**config.mk**
```make
export PLATFORM = sky130hd
export DESIGN_NAME = screen_arbiter
export DESIGN_NICKNAME = d
export VERILOG_FILES = /design/src/rtl/screen_pkg.sv /design/src/rtl/sync_fifo_16.sv /design/src/rtl/screen_arbiter.sv
export SDC_FILE = /design/constraint.sdc
export NUM_CORES = 1
export LEC_CHECK = 0
export BUFFER_PORTS_ARGS = -buffer_cell sky130_fd_sc_hd__buf_2
export CAP_MARGIN = 20
export CORE_ASPECT_RATIO = 1.4
export CORE_MARGIN = 4
export CORE_UTILIZATION = 53
export DETAILED_ROUTE_END_ITERATION = 8
export PLACE_DENSITY = 0.8
export SLEW_MARGIN = 5
export SYNTH_ARGS = -nofsm -noshare
export SYNTH_HDL_FRONTEND = slang
export SYNTH_HIERARCHICAL = 1
export SYNTH_SLANG_ARGS = --single-unit
```
**constraint.sdc**
```tcl
create_clock -name clock -period 2.63 [get_ports clock]
set_clock_uncertainty 0.1 [all_clocks]
set_input_delay 0.263 -clock clock [delete_from_list [all_inputs] [get_ports clock]]
set_output_delay 0.263 -clock clock [all_outputs]
set_load 0.05 [all_outputs]
```
**src/rtl/screen_pkg.sv**
```systemverilog
// Shared types and defaults for the screen memory arbiter and its prefetch FIFO.
package screen_pkg;

  localparam int SCREEN_WORDS_DEFAULT = 8192;
  localparam int ADDR_W = 13;
  localparam int DATA_W = 16;

  typedef enum logic [1:0] {
    ST_IDLE  = 2'd0,
    ST_RUN   = 2'd1,
    ST_DRAIN = 2'd2
  } state_t;

  function automatic logic [15:0] sat_inc16(input logic [15:0] value);
    return (value == 16'hFFFF) ? value : value + 16'd1;
  endfunction

endpackage

```
**src/rtl/sync_fifo_16.sv**
```systemverilog
// 16-bit synchronous FIFO with flush; a push is accepted when full only if a pop happens in the same cycle.
module sync_fifo_16
  import screen_pkg::*;
#(
  parameter int DEPTH = 4
) (
  input  logic                    clock,
  input  logic                    reset,
  input  logic                    flush,
  input  logic                    push,
  input  logic                    pop,
  input  logic [DATA_W-1:0]       wdata,
  output logic [DATA_W-1:0]       rdata,
  output logic [$clog2(DEPTH):0]  count,
  output logic                    full,
  output logic                    empty
);

  localparam int AW = $clog2(DEPTH);
  localparam int CW = AW + 1;

  logic [DATA_W-1:0] mem [DEPTH];
  logic [AW-1:0]     wr_ptr;
  logic [AW-1:0]     rd_ptr;
  logic              do_push;
  logic              do_pop;

  assign empty   = (count == '0);
  assign full    = (count == CW'(DEPTH));
  assign do_pop  = pop && !empty && !flush;
  assign do_push = push && !flush && (!full || do_pop);
  assign rdata   = mem[rd_ptr];

  always_ff @(posedge clock or negedge reset) begin
    if (!reset) begin
      wr_ptr <= '0;
      rd_ptr <= '0;
      count  <= '0;
    end else if (flush) begin
      wr_ptr <= '0;
      rd_ptr <= '0;
      count  <= '0;
    end else begin
      if (do_push) wr_ptr <= wr_ptr + AW'(1);
      if (do_pop)  rd_ptr <= rd_ptr + AW'(1);
      count <= count + CW'(do_push) - CW'(do_pop);
    end
  end

  // Storage needs no reset; occupancy is tracked by the pointers and count.
  always_ff @(posedge clock) begin
    if (do_push) mem[wr_ptr] <= wdata;
  end

endmodule

```
**src/rtl/screen_arbiter.sv**
```systemverilog
// Screen RAM port arbiter: CPU always wins, idle cycles prefetch the frame into a FIFO for scanout.
// state    | meaning
// ST_IDLE  | waiting for vid_start
// ST_RUN   | fetching words 0..SCREEN_WORDS-1 in free cycles
// ST_DRAIN | last fetch issued, waiting for in-flight word and FIFO to empty
module screen_arbiter
  import screen_pkg::*;
#(
  parameter int FIFO_DEPTH   = 4,
  parameter int SCREEN_WORDS = SCREEN_WORDS_DEFAULT
) (
  input  logic               clock,
  input  logic               reset,
  input  logic               cpu_req,
  input  logic               cpu_write,
  input  logic [ADDR_W-1:0]  cpu_address,
  input  logic [DATA_W-1:0]  cpu_data,
  output logic [DATA_W-1:0]  cpu_rdata,
  output logic [ADDR_W-1:0]  mem_address,
  output logic [DATA_W-1:0]  mem_data,
  output logic               mem_write,
  input  logic [DATA_W-1:0]  mem_rdata,
  input  logic               vid_start,
  input  logic               vid_ready,
  output logic [DATA_W-1:0]  vid_word,
  output logic               vid_valid,
  output logic [15:0]        underruns
);

  localparam int CW = $clog2(FIFO_DEPTH) + 1;
  localparam logic [ADDR_W-1:0] LAST_ADDR = ADDR_W'(SCREEN_WORDS - 1);

  state_t            state;
  state_t            next_state;
  logic [ADDR_W-1:0] fetch_addr;
  logic              inflight;
  logic              fetch;
  logic              flush;
  logic              push;
  logic              pop;
  logic              room;
  logic [CW-1:0]     fifo_count;
  logic              fifo_full;
  logic              fifo_empty;

  // Room means count + inflight < FIFO_DEPTH, so a returning fetch always has a slot.
  assign room = !fifo_full && !(inflight && (fifo_count == CW'(FIFO_DEPTH - 1)));

  always_comb begin
    next_state = state;
    fetch      = 1'b0;
    flush      = 1'b0;
    if (vid_start) begin
      next_state = ST_RUN;
      flush      = 1'b1;
    end else begin
      case (state)
        ST_IDLE: ;
        ST_RUN: begin
          if (!cpu_req && room) begin
            fetch = 1'b1;
            if (fetch_addr == LAST_ADDR) next_state = ST_DRAIN;
          end
        end
        ST_DRAIN: begin
          if (!inflight && fifo_empty) next_state = ST_IDLE;
        end
        default: next_state = ST_IDLE;
      endcase
    end
  end

  always_ff @(posedge clock or negedge reset) begin
    if (!reset) begin
      state      <= ST_IDLE;
      fetch_addr <= '0;
      inflight   <= 1'b0;
      underruns  <= 16'd0;
    end else begin
      state    <= next_state;
      inflight <= fetch;
      if (flush) begin
        fetch_addr <= '0;
      end else if (fetch && (fetch_addr != LAST_ADDR)) begin
        fetch_addr <= fetch_addr + ADDR_W'(1);
      end
      if ((state != ST_IDLE) && vid_ready && fifo_empty) begin
        underruns <= sat_inc16(underruns);
      end
    end
  end

  assign push = inflight && !flush;
  assign pop  = vid_ready && !flush;

  sync_fifo_16 #(
    .DEPTH (FIFO_DEPTH)
  ) u_fifo (
    .clock (clock),
    .reset (reset),
    .flush (flush),
    .push  (push),
    .pop   (pop),
    .wdata (mem_rdata),
    .rdata (vid_word),
    .count (fifo_count),
    .full  (fifo_full),
    .empty (fifo_empty)
  );

  assign vid_valid   = !fifo_empty;
  assign mem_address = cpu_req ? cpu_address : fetch_addr;
  assign mem_data    = cpu_data;
  // Gated by reset so the RAM sees no write while the block is held in reset.
  assign mem_write   = reset && cpu_req && cpu_write;
  assign cpu_rdata   = mem_rdata;

endmodule

```
==> run_results.csv <==
group,metric,value,unit
cts,post_cts_resized,0,
timing,min_period,2.322,ns
detailed_routing,wl_per_cell,16.67,um
power_and_ir_drop,total_leakage_power,0.002241,uW
cts,clkSinkCount,103,
placement,dp_hpwl,6416,um
grt,busiest_layer,"met2",
min_path,hold_path_class,"in -> reg",
floorplan,rows,41,
floorplan,fp.coreArea,0.008977,mm^2
cts,clkTransAtPathRegs,0.07,ns
floorplan,die_w,88.99,um
floorplan,die_y,121.4,um
timing,fmax,430.7,MHz
placement,port_buffers,97,
detailed_routing,drt_iter0_markers,71,
cts,clk_latency,0.34,ns
timing,drv_slew,0,
worst_setup_path,crit_type,"reg -> reg",
cts,clk_root_buffer_cell,"clkbuf_16",
logic_synthesis,synthArstFlopShare,0.3786,
cts,cts.path.max_buffers,2,
worst_setup_path,crit_chain,"o31ai_1 > nor2_1 > ha_1 > inv_1 > ha_1 > inv_1 > fa_1 > xnor2_1 > nor2_1",
timing,fin_tns_setup,0,ns
logic_synthesis,yosys.area.top_type_share,0.3949,
cts,post_cts_buffers,0,
timing,final.period_utilization,0.8828,
logic_synthesis,synth_cell_types,47,
cts,ctsHoldBuffers,1,
detailed_routing,dr_total_vias,3012,
timing,fin_ws,0.3083,ns
final_layout,fin_nets,486,
placement,gp_congestion,0.8033,
final_layout,area_growth,14.29,%
logic_synthesis,ys.flop_type,"edfxtp_1",
logic_synthesis,synth.area.top_cells,"edfxtp_1, dfrtp_1, mux4_2",
cts,cts_buffers,9,
worst_setup_path,start_kind,"flop",
logic_synthesis,synth_fp_nets,408,
floorplan,io_pins,130,
cts,cts_tree,"done",
detailed_routing,via_per_inst,5.599,
logic_synthesis,synth.avg_cell_area,13.99,um^2
worst_setup_path,required,2.76,ns
grt,met2_usage,0.2965,
grt,overflow,0,
run,cap_violations,0,
final_layout,antennaDiodeCount,0,
timing,relSlewSlack,0.6165,
logic_synthesis,synth_warnings,6,
placement,placed_area,0.005273,mm^2
cts,h-tree-depth,3,
grt,grtUsageMet3,0.03940,
detailed_routing,final_antenna_net_count,0,
grt,grt_pass1_vias,3004,
logic_synthesis,yosysTopAreaCell,"edfxtp_1",
grt,antenna_found_initial,0,
logic_synthesis,yosysSeqAreaShare,0.5954,
outcome,status,"finished, final reports clean",
logic_synthesis,synth_common_cells,"edfxtp_1, dfrtp_1, buf_4, mux4_2",
grt,grt_pass1_wl,14290,um
power_and_ir_drop,powerDensity,691.2,mW/mm^2
worst_setup_path,worstSetupEndpointType,"flop",
logic_synthesis,yosysMostFrequentCell,"edfxtp_1",
floorplan,die_area,0.01080,mm^2
timing,worst_pin_slew,0.5708,ns
detailed_routing,finalWirelength,8970,um
timing,setup_violations,0,
worst_setup_path,cp_max_fo,8,
worst_setup_path,slowest_stage,"dfrtp_1",
final_layout,fin_area,0.005563,mm^2
grt,grt.met1_usage,0.2121,
placement,dpl_worst_slack,0.2685,ns
grt,grt_max_degree,40,
grt,track_usage,0.1740,
floorplan,initial_core_util,0.5422,
timing,finalHoldViolations,0,
detailed_routing,drc_errors,0,
final_layout,drive_above_1_share,0.3735,
detailed_routing,dr.pass1.iters,4,
logic_synthesis,synthesis.instances,348,
worst_setup_path,crit_arrival,2.46,ns
logic_synthesis,synth_edf_count,64,
worst_setup_path,critical-path-max-stage-delay,0.48,ns
power_and_ir_drop,irDropWorstVdd,0.6754,mV
timing,rsz0062_at_grt,"no",
logic_synthesis,ys_ff_latch,103,
logic_synthesis,synth_area,0.004867,mm^2
[cell families (layout without fill, tap and decap cells)]
logic type / count (synthesis) / count (layout) / share of synthesized area
flip-flops: 103 / 103 / 0.5954
AND/OR/NAND/NOR: 92 / 92 / 0.1136
buffers and inverters: 56 / 139 / 0.07326
AO/OA/AOI/OAI: 39 / 39 / 0.05065
multiplexers: 33 / 33 / 0.1136
XOR/XNOR: 16 / 16 / 0.02879
adder cells (fa/ha/maj): 9 / 9 / 0.02468
[layer usage]
metal / up-vias / share of wire / wire, um
li1: 1430 / - / -
met1: 1480 / 0.40 / 3599
met2: 85 / 0.52 / 4704
met3: 17 / 0.057 / 514
met4: 0 / 0.017 / 151
met5: - / 0 / 0
[stage by stage]
| stage | util | hold slack, ns | power [uW] | std cells |
|---|---|---|---|---|
| final | 0.6197 | 0.03774 | 3845 | 538 |
| after global routing | 0.6197 | 0.02728 | 4015 | 538 |
| after CTS | 0.6197 | 0.02761 | 3892 | 538 |
| after detailed placement | 0.5873 | 0.2807 | 2649 | 521 |
| after global placement | 0.5873 | 0.2750 | 2630 | 521 |
| after floorplan | - | -0.1326 | 2532 | 348 |
[worst paths after layout]
check,endpoint,slack (ns),cells past startpoint,startpoint
setup / recovery,u_fifo/count[2],0.31,9,u_fifo/count[1]
hold / removal,u_fifo/mem[2][8],0.04,1,mem_rdata[8]
setup reg to reg,u_fifo/count[2],0.31,9,u_fifo/count[1]
hold reg to reg,fetch_addr[11],0.40,1,fetch_addr[11]
max in group asynchronous,fetch_addr[1],1.64,3,reset
min in group asynchronous,underruns[1],0.43,3,reset
[flip-flops by register name (all words and copies together) (netlist names)]
signal,flops
u_fifo/mem,64
underruns,16
fetch_addr,13
u_fifo/count,3
state,2
u_fifo/rd_ptr,2
u_fifo/wr_ptr,2
inflight,1
[critical path: cells and delay by family, from the launching register on]
kind	cells	cell delay (ns)
AO/OA/AOI/OAI	1	0.40
XOR/XNOR	1	0.16
flip-flops	1	0.48
buffers and inverters	2	0.12
AND/OR/NAND/NOR	2	0.13
adder cells (fa/ha/maj)	3	0.82
[area by class of cell]
cell class / count / area [um^2]
fill: 679 / 3415
sequential: 103 / 2898
tap: 107 / 133.9
timing repair buffer: 111 / 593.1
clock inverter: 7 / 55.05
clock buffer: 9 / 225.2
inverter: 12 / 45.04
multi-input combinational: 189 / 1613
[cell usage in the layout, fill, tap and decap left out, types with 2 or more instances in the layout]
cell / n
buf_4: 13
mux2i_1: 2
and3_1: 5
clkbuf_16: 9
inv_1: 12
nand2_1: 11
or4_1: 7
ha_1: 8
inv_6: 2
clkinv_4: 2
nand3_1: 9
nor2_1: 14
mux2_2: 14
nor3b_1: 2
and2_1: 8
a21oi_1: 13
clkinvlp_4: 2
and4_1: 5
o311ai_0: 2
dfrtp_1: 39
nand4_1: 11
o31ai_1: 8
xor2_1: 3
xnor2_1: 13
mux4_2: 16
buf_2: 97
nand2b_1: 3
nor3_1: 5
o211ai_1: 2
edfxtp_1: 64
o21ai_0: 7
nor2b_1: 4
[report_power, final]
part           internal [uW]  switching (uW)  leakage [uW]  total, uW
combinational            219             517       0.00101        735
sequential              1790            83.8       0.00110       1870
clock                    649             586      0.000132       1240
(Power assumes the default switching activity.)
